--- src/rtl/rca_seq_pkg.sv ---
// Purpose : shared types and constants for the sequential ripple-carry adder controller.
// Latency : n/a (package only).
// Backpressure : n/a.
// Contents: FSM state encoding, chunk width, index-width helper.
package rca_seq_pkg;

   localparam int CHUNK_W = 3;

   typedef enum logic [1:0] {
      ST_IDLE = 2'd0,
      ST_RUN  = 2'd1,
      ST_DONE = 2'd2
   } state_t;

   // Width of the chunk index counter; never narrower than one bit.
   function automatic int idx_w(input int n);
      return (n > 1) ? $clog2(n) : 1;
   endfunction

endpackage

--- src/rtl/rca3.sv ---
// Purpose : 3-bit ripple-carry adder made of three full adders, purely combinational.
// Latency : 0 cycles (combinational).
// Backpressure : none.
// Ports   : a_i/b_i operand chunks, cin_i carry-in, s_o chunk sum, cout_o carry-out.
module rca3
   import rca_seq_pkg::*;
(
   input  logic [CHUNK_W-1:0] a_i,
   input  logic [CHUNK_W-1:0] b_i,
   input  logic               cin_i,
   output logic [CHUNK_W-1:0] s_o,
   output logic               cout_o
);

   logic [CHUNK_W:0] c;

   assign c[0] = cin_i;

   for (genvar i = 0; i < CHUNK_W; i++) begin : g_fa
      assign s_o[i]   = a_i[i] ^ b_i[i] ^ c[i];
      assign c[i+1]   = (a_i[i] & b_i[i]) | (c[i] & (a_i[i] ^ b_i[i]));
   end

   assign cout_o = c[CHUNK_W];

endmodule

--- src/rtl/rca_seq_ctrl.sv ---
// Purpose : wide adder that time-multiplexes one rca3 over 3-bit chunks, LSB chunk first.
// Latency : NCHUNK cycles from accept to the one-cycle done pulse; back-to-back via start in DONE.
// Backpressure : start is taken only while ready (IDLE/DONE); start while busy is ignored.
// Ports   : clk, rst_n (async active-low), start/a/b/cin request, ready/busy/done status,
//           sum/cout result (held until next completion), ovf signed overflow.
// Config  : define RCA_SEQ_OVF_EN to add the ovf port and its register.
module rca_seq_ctrl
   import rca_seq_pkg::*;
#(
   parameter int NCHUNK = 4
)(
   input  logic                    clk,
   input  logic                    rst_n,
   input  logic                    start,
   input  logic [CHUNK_W*NCHUNK-1:0] a,
   input  logic [CHUNK_W*NCHUNK-1:0] b,
   input  logic                    cin,
   output logic                    ready,
   output logic                    busy,
   output logic                    done,
   output logic [CHUNK_W*NCHUNK-1:0] sum,
   output logic                    cout
`ifdef RCA_SEQ_OVF_EN
   ,
   output logic                    ovf
`endif
);

   localparam int W  = CHUNK_W * NCHUNK;
   localparam int IW = idx_w(NCHUNK);
   localparam logic [IW-1:0] LAST_IDX = IW'(NCHUNK - 1);

   state_t           state_q;
   logic             ready_q, busy_q, done_q;
   logic [IW-1:0]    idx_q;
   logic             carry_q;
   logic [W-1:0]     a_q, b_q, work_q;
   logic [W-1:0]     sum_q;
   logic             cout_q;

   logic [CHUNK_W-1:0] a_chk, b_chk, s_chk;
   logic               s_cout;
   logic [W-1:0]       work_d;

   // Chunk mux: select the active operand chunk and merge the new sum chunk
   // into the work word. work_d is the completed sum on the final chunk.
   always_comb begin
      a_chk  = '0;
      b_chk  = '0;
      work_d = work_q;
      for (int k = 0; k < NCHUNK; k++) begin
         if (idx_q == IW'(k)) begin
            a_chk = a_q[CHUNK_W*k +: CHUNK_W];
            b_chk = b_q[CHUNK_W*k +: CHUNK_W];
            work_d[CHUNK_W*k +: CHUNK_W] = s_chk;
         end
      end
   end

   rca3 u_rca3 (
      .a_i    (a_chk),
      .b_i    (b_chk),
      .cin_i  (carry_q),
      .s_o    (s_chk),
      .cout_o (s_cout)
   );

`ifdef RCA_SEQ_OVF_EN
   logic ovf_q;
   logic ovf_d;
   assign ovf_d = (a_q[W-1] == b_q[W-1]) && (work_d[W-1] != a_q[W-1]);
   assign ovf   = ovf_q;
`endif

   always_ff @(posedge clk or negedge rst_n) begin
      if (!rst_n) begin
         state_q <= ST_IDLE;
         ready_q <= 1'b1;
         busy_q  <= 1'b0;
         done_q  <= 1'b0;
         idx_q   <= '0;
         carry_q <= 1'b0;
         a_q     <= '0;
         b_q     <= '0;
         work_q  <= '0;
         sum_q   <= '0;
         cout_q  <= 1'b0;
`ifdef RCA_SEQ_OVF_EN
         ovf_q   <= 1'b0;
`endif
      end else begin
         done_q <= 1'b0;
         case (state_q)
            ST_IDLE, ST_DONE: begin
               if (start) begin
                  state_q <= ST_RUN;
                  ready_q <= 1'b0;
                  busy_q  <= 1'b1;
                  a_q     <= a;
                  b_q     <= b;
                  carry_q <= cin;
                  idx_q   <= '0;
                  work_q  <= '0;
               end else begin
                  state_q <= ST_IDLE;
                  ready_q <= 1'b1;
                  busy_q  <= 1'b0;
               end
            end
            ST_RUN: begin
               work_q  <= work_d;
               carry_q <= s_cout;
               if (idx_q == LAST_IDX) begin
                  // Completion edge: publish result, index parks at zero.
                  state_q <= ST_DONE;
                  ready_q <= 1'b1;
                  busy_q  <= 1'b0;
                  done_q  <= 1'b1;
                  idx_q   <= '0;
                  sum_q   <= work_d;
                  cout_q  <= s_cout;
`ifdef RCA_SEQ_OVF_EN
                  ovf_q   <= ovf_d;
`endif
               end else begin
                  idx_q <= idx_q + IW'(1);
               end
            end
            default: begin
               state_q <= ST_IDLE;
               ready_q <= 1'b1;
               busy_q  <= 1'b0;
            end
         endcase
      end
   end

   assign ready = ready_q;
   assign busy  = busy_q;
   assign done  = done_q;
   assign sum   = sum_q;
   assign cout  = cout_q;

endmodule

--- config.mk ---
export PLATFORM = sky130hd
export DESIGN_NAME = rca_seq_ctrl
export DESIGN_NICKNAME = d
export VERILOG_FILES = /design/src/rtl/rca_seq_pkg.sv /design/src/rtl/rca3.sv /design/src/rtl/rca_seq_ctrl.sv
export SDC_FILE = /design/constraint.sdc
export NUM_CORES = 1
export LEC_CHECK = 0
export BUFFER_PORTS_ARGS = -buffer_cell sky130_fd_sc_hd__buf_4
export CAP_MARGIN = 10
export CORE_MARGIN = 1.5
export CORE_UTILIZATION = 50
export DETAILED_ROUTE_END_ITERATION = 8
export PLACE_DENSITY = 0.69
export SETUP_SLACK_MARGIN = 0.4
export SLEW_MARGIN = 10
export SYNTH_ARGS = -nofsm -noshare
export SYNTH_HDL_FRONTEND = slang
export SYNTH_SLANG_ARGS = --single-unit
export TNS_END_PERCENT = 50
--- constraint.sdc ---
create_clock -name clk -period 3.45 [get_ports clk]
set_clock_uncertainty 0.1 [all_clocks]
set_input_delay 0.1725 -clock clk [delete_from_list [all_inputs] [get_ports clk]]
set_output_delay 0.1725 -clock clk [all_outputs]
set_load 0.005 [all_outputs]
# Word-level counts from Yosys, hierarchy flattened
# Index checks and enable logic that the tools add are counted.
# classes
n_bitwise	15
muxes	30
eq_ne	7
reduce_logical	7
n_addsub	1
# ops
cell	count
$mux W3	12
$pmux W12 S2	1
$mux W12	1
$mux W1	8
$pmux W2 S2	2
$and A1 B1 Y1	6
$eq A2 B2 Y1 const B	3
$mux W2	3
$pmux W1 S2	3
$reduce_and A2 Y1	3
$xor A1 B1 Y1	6
$eq A2 B1 Y1 const B	2
$logic_not A2 Y1	2
$ne A2 B2 Y1 const B	2
$or A1 B1 Y1	3
$add A2 B1 Y2 const B	1
$reduce_bool A2 Y1	1
$reduce_or A2 Y1	1
# word_totals
output_inout_bits	16
elab_cells	71
regBits	57
in_bits	28

# Longest topological paths before layout
# depth
ltp_word	13
mapped_depth	15

# Cells and area by module
# From an unflattened synthesis, not the netlist that was laid out.
# hier_totals
cells_unflattened	208
hier_area_um2	2462.4
# modules_own_cells
module	seq_area_each_um2	cells_each	instances	area_each_um2
rca_seq_ctrl	1352.5	195	1	2364.8
rca3	0.0	13	1	97.6

# Worst setup path before layout
# OpenSTA, ideal clock, no wires.
# synth_timing
kind	register to register
start	register idx_q[0]
end	register work_q[2]
path_slack_ns	0.539
period_less_slack_ns	2.911
t_required_ns	3.229
t_arrival_ns	2.690
stages_incl_launch_ff	14
path_cell_list	dfrtp_1 -> inv_1 -> ha_1 -> buf_2 -> nand2_1 -> o211ai_1 -> o221ai_1 -> fa_1 -> inv_1 -> fa_1 -> inv_1 -> fa_1 -> nor2_1 -> a22o_1
# synth_between
elab_chain_len	13
word_cells_on_any_way	24
# synth_lines
element	line	text
start, declared	rca_seq_ctrl.sv:35	logic [IW-1:0] idx_q;
start signal, assigned	rca_seq_ctrl.sv:126	idx_q <= idx_q + IW'(1);
$logic_not A2 Y1	rca_seq_ctrl.sv:52	if (idx_q == IW'(k)) begin
$mux W3 (4 in series)	rca_seq_ctrl.sv:52	
$xor A1 B1 Y1	rca3.sv:21	assign c[i+1] = (a_i[i] & b_i[i]) | (c[i] & (a_i[i] ^ b_i[i]));
$and A1 B1 Y1	rca3.sv:21	
$or A1 B1 Y1	rca3.sv:21	
$and A1 B1 Y1	rca3.sv:21	
$or A1 B1 Y1	rca3.sv:21	
$xor A1 B1 Y1	rca3.sv:20	assign s_o[i] = a_i[i] ^ b_i[i] ^ c[i];
$mux W3 (*)	rca_seq_ctrl.sv:52	
$pmux W12 S2 (*)	rca_seq_ctrl.sv:93	case (state_q)
end signal, assigned	rca_seq_ctrl.sv:111	work_q <= work_d;
end, declared	rca_seq_ctrl.sv:37	logic [W-1:0] a_q, b_q, work_q;
# Every way passes the cells marked *; elsewhere a longest branch is shown, timed or not.
# A chain may end at the register's enable or synchronous reset.

# Worst setup path after layout
# Ends and elaborated chain as after synthesis.

==> impl_metrics.csv <==
group,metric,value,unit
clock_tree,cts_max_level,2,
critical_path,start_kind,"flop",
clock_tree,clock-sinks,54,
routing,dr.pass1.iters,4,
logic_synthesis,synthTopCellsByArea,"dfrtp_1, mux2_2, mux2i_1",
grt,antenna_found_initial,0,
routing,post_drt_wl_per_cell,14.9,µm
logic_synthesis,syn_area,2460,µm²
routing,vias,1706,
logic_synthesis,synth_top_cell_area_share,54.0,%
logic_synthesis,yosysWarnings,0,
grt,grt_max_degree,55,
floorplanning,design.die.area,5340,µm²
critical_path,worstPathArrival,3010,ps
clock_tree,root_buffer,"clkbuf_8",
layout,antenna_cells,0,
timing,rsz0062_at_grt,"no",
placed_design,io_buffer_count,43,
logic_synthesis,synthDistinctLibCells,32,
routing,wirelength,4980,µm
timing,slew_headroom,56.1,%
layout,final_common_cell,"dfrtp_1",
grt,grt_remaining_overflow,0,
pwr,powerDensity,1010,nW/µm²
layout,final_cell_mix,"dfrtp_1, buf_4, nand2_1, mux2_2, dlygate4sd3_1",
logic_synthesis,seq_area_frac_synth,55.0,%
critical_path,crit_type,"reg2reg",
clock_tree,cts_buffer_depth,2,
logic_synthesis,synth_nets,233,
critical_path,cp_cell_sequence,"buf_4 > ha_4 > o211ai_1 > o221ai_2 > fa_2 > inv_1 > fa_1 > inv_1 > fa_1 > nor2_2 > a22o_1",
layout,drive_gt1_share,38.2,%
floorplanning,fp.dieW,73.1,µm
timing,setup_violations,0,
timing,tns,0,ps
placed_design,gp_congestion,0.830,
floorplanning,start_util,52.0,%
timing,worst_pin_slew,658,ps
min_path,whs_path_depth,2,
critical_path,crit_required,3540,ps
timing,fin_ws,524,ps
logic_synthesis,yosysTopAreaCell,"dfrtp_1",
flow_run,drv_cap,0,
placed_design,dp_hpwl,3370,µm
layout,area_growth,31.4,%
clock_tree,cts_buffers,5,
outcome,status,"complete, no violations",
min_path,hold_path.class,"in2reg",
timing,finalCritPeriodShare,84.8,%
routing,drc,0,
critical_path,cp_slowest_cell,"fa_1",
floorplanning,io_pins,44,
critical_path,cp-end-kind,"flop",
grt,grt_pass1_wl,8120,µm
logic_synthesis,ys_ff_latch,54,
pwr,peakVddDrop,0.000514,V
timing,finalHoldViolCount,0,
critical_path,path_max_fanout,13,
layout,final_nets,301,
grt,grt_use_total,20.3,%
routing,drt_iter0_drc,79,
pwr,leakage,1.46,nW
floorplanning,die_y,73.1,µm
timing,max_freq,0.342,GHz
floorplanning,num_rows,25,
logic_synthesis,syn_inst,198,
timing,slew_violations,0,
critical_path,critPathMaxStageDelay,600,ps
timing,layout_min_cycle_time,2930,ps
routing,avgViaCountPerCell,5.11,
clock_tree,clk_pin_slew,90,ps
critical_path,reg2regPathDepth,11,
clock_tree,clk_latency,300,ps
placed_design,dp_slack,389,ps
logic_synthesis,syn_area_per_cell,12.4,µm²
floorplanning,core,4720,µm²
routing,ant_nets,0,
grt,grt_pass1_vias,1707,
clock_tree,cts_tree,"yes",
==> layer usage <==
layer	up-vias	track usage (%)	share of wire, %
met3	4	4.56	3.0
li1	831	-	-
met4	0	6.50	1.4
met2	37	33.6	52
met1	834	26.5	44
met5	-	0	0
==> per-stage QoR <==
stage	instances	instance area (µm²)	util [%]	hold WS (ps)	power [mW]
floorplan	198	2460	-	-223	2.29
global placement	300	2800	59.4	151	2.72
detailed placement	300	2800	59.4	154	2.76
CTS	326	3080	65.2	0.776	3.14
global route	334	3230	68.3	-2.43	3.56
finish	334	3230	68.3	15.0	3.27
==> flip-flops by register name, indices dropped and copies added (netlist names) <==
| name | count |
|---|---|
| a_q | 12 |
| b_q | 12 |
| busy | 1 |
| carry_q | 1 |
| cout | 1 |
| done | 1 |
| idx_q | 2 |
| ready | 1 |
| state_q | 2 |
| sum | 12 |
| work_q | 9 |
==> synthesized netlist by cell type (all sizes together) <==
library cell	count
ha	4
mux2i	12
dfstp	1
a32o	3
nor2	7
clkbuf	1
a21o	1
a22o	7
buf	11
inv	10
mux2	25
a221o	1
nor2b	1
a31oi	2
dfrtp	53
o21ai	13
and2b	1
or3b	1
nand2b	2
o211ai	4
or2	1
fa	3
nand2	25
o221ai	4
o22ai	1
nand3b	3
nor3	1
==> worst paths after layout <==
kind / start / to / slack (ps)
setup / recovery: idx_q[0] / work_q[2] / 520
hold / removal: a[0] / a_q[0] / 10
setup reg to reg: idx_q[0] / work_q[2] / 520
hold reg to reg: sum[5] / sum[5] / 380
max in group asynchronous: rst_n / idx_q[1] / 2420
min in group asynchronous: rst_n / sum[1] / 330
==> critical path, delay by kind of cell (launching register included) <==
kind | cells | cell delay (ps)
compound gates | 3 | 590
simple gates | 1 | 80
buf+inv | 3 | 280
fa+ha+maj | 4 | 1300
flops | 1 | 460
==> kinds of logic after synthesis <==
family / Yosys count / share of synthesized area [%]
AOI/OAI and AO/OA: 36 / 10.5
and+or+nand+nor: 42 / 7.84
DFF: 54 / 55.0
muxes: 37 / 16.9
buffers and inverters: 22 / 5.29
adders and majority gates: 7 / 4.48
==> report_power, final <==
part	total, mW	internal (mW)	switching (mW)
clock network	0.354	0.162	0.192
logic	1.80	0.878	0.919
registers	1.12	0.935	0.187
==> final cells by class <==
| cell class | count | area (µm²) |
|---|---|---|
| clock buffers | 7 | 86.3 |
| clock inverters | 1 | 5.00 |
| fillers | 390 | 1500 |
| inverters | 10 | 42.5 |
| multi-input cells | 122 | 1050 |
| flip-flops and latches | 54 | 1360 |
| well taps | 67 | 83.8 |
| repair buffers | 73 | 608 |
==> repair_timing <==
action	4_1_cts	5_1_grt
hold endpoints to repair	70	6
pin swaps	0	3
gates resized for setup	2	19
hold buffers	18	6
setup endpoints to repair	4	6
setup buffers	0	2
Power figures use the tool's default switching activity.
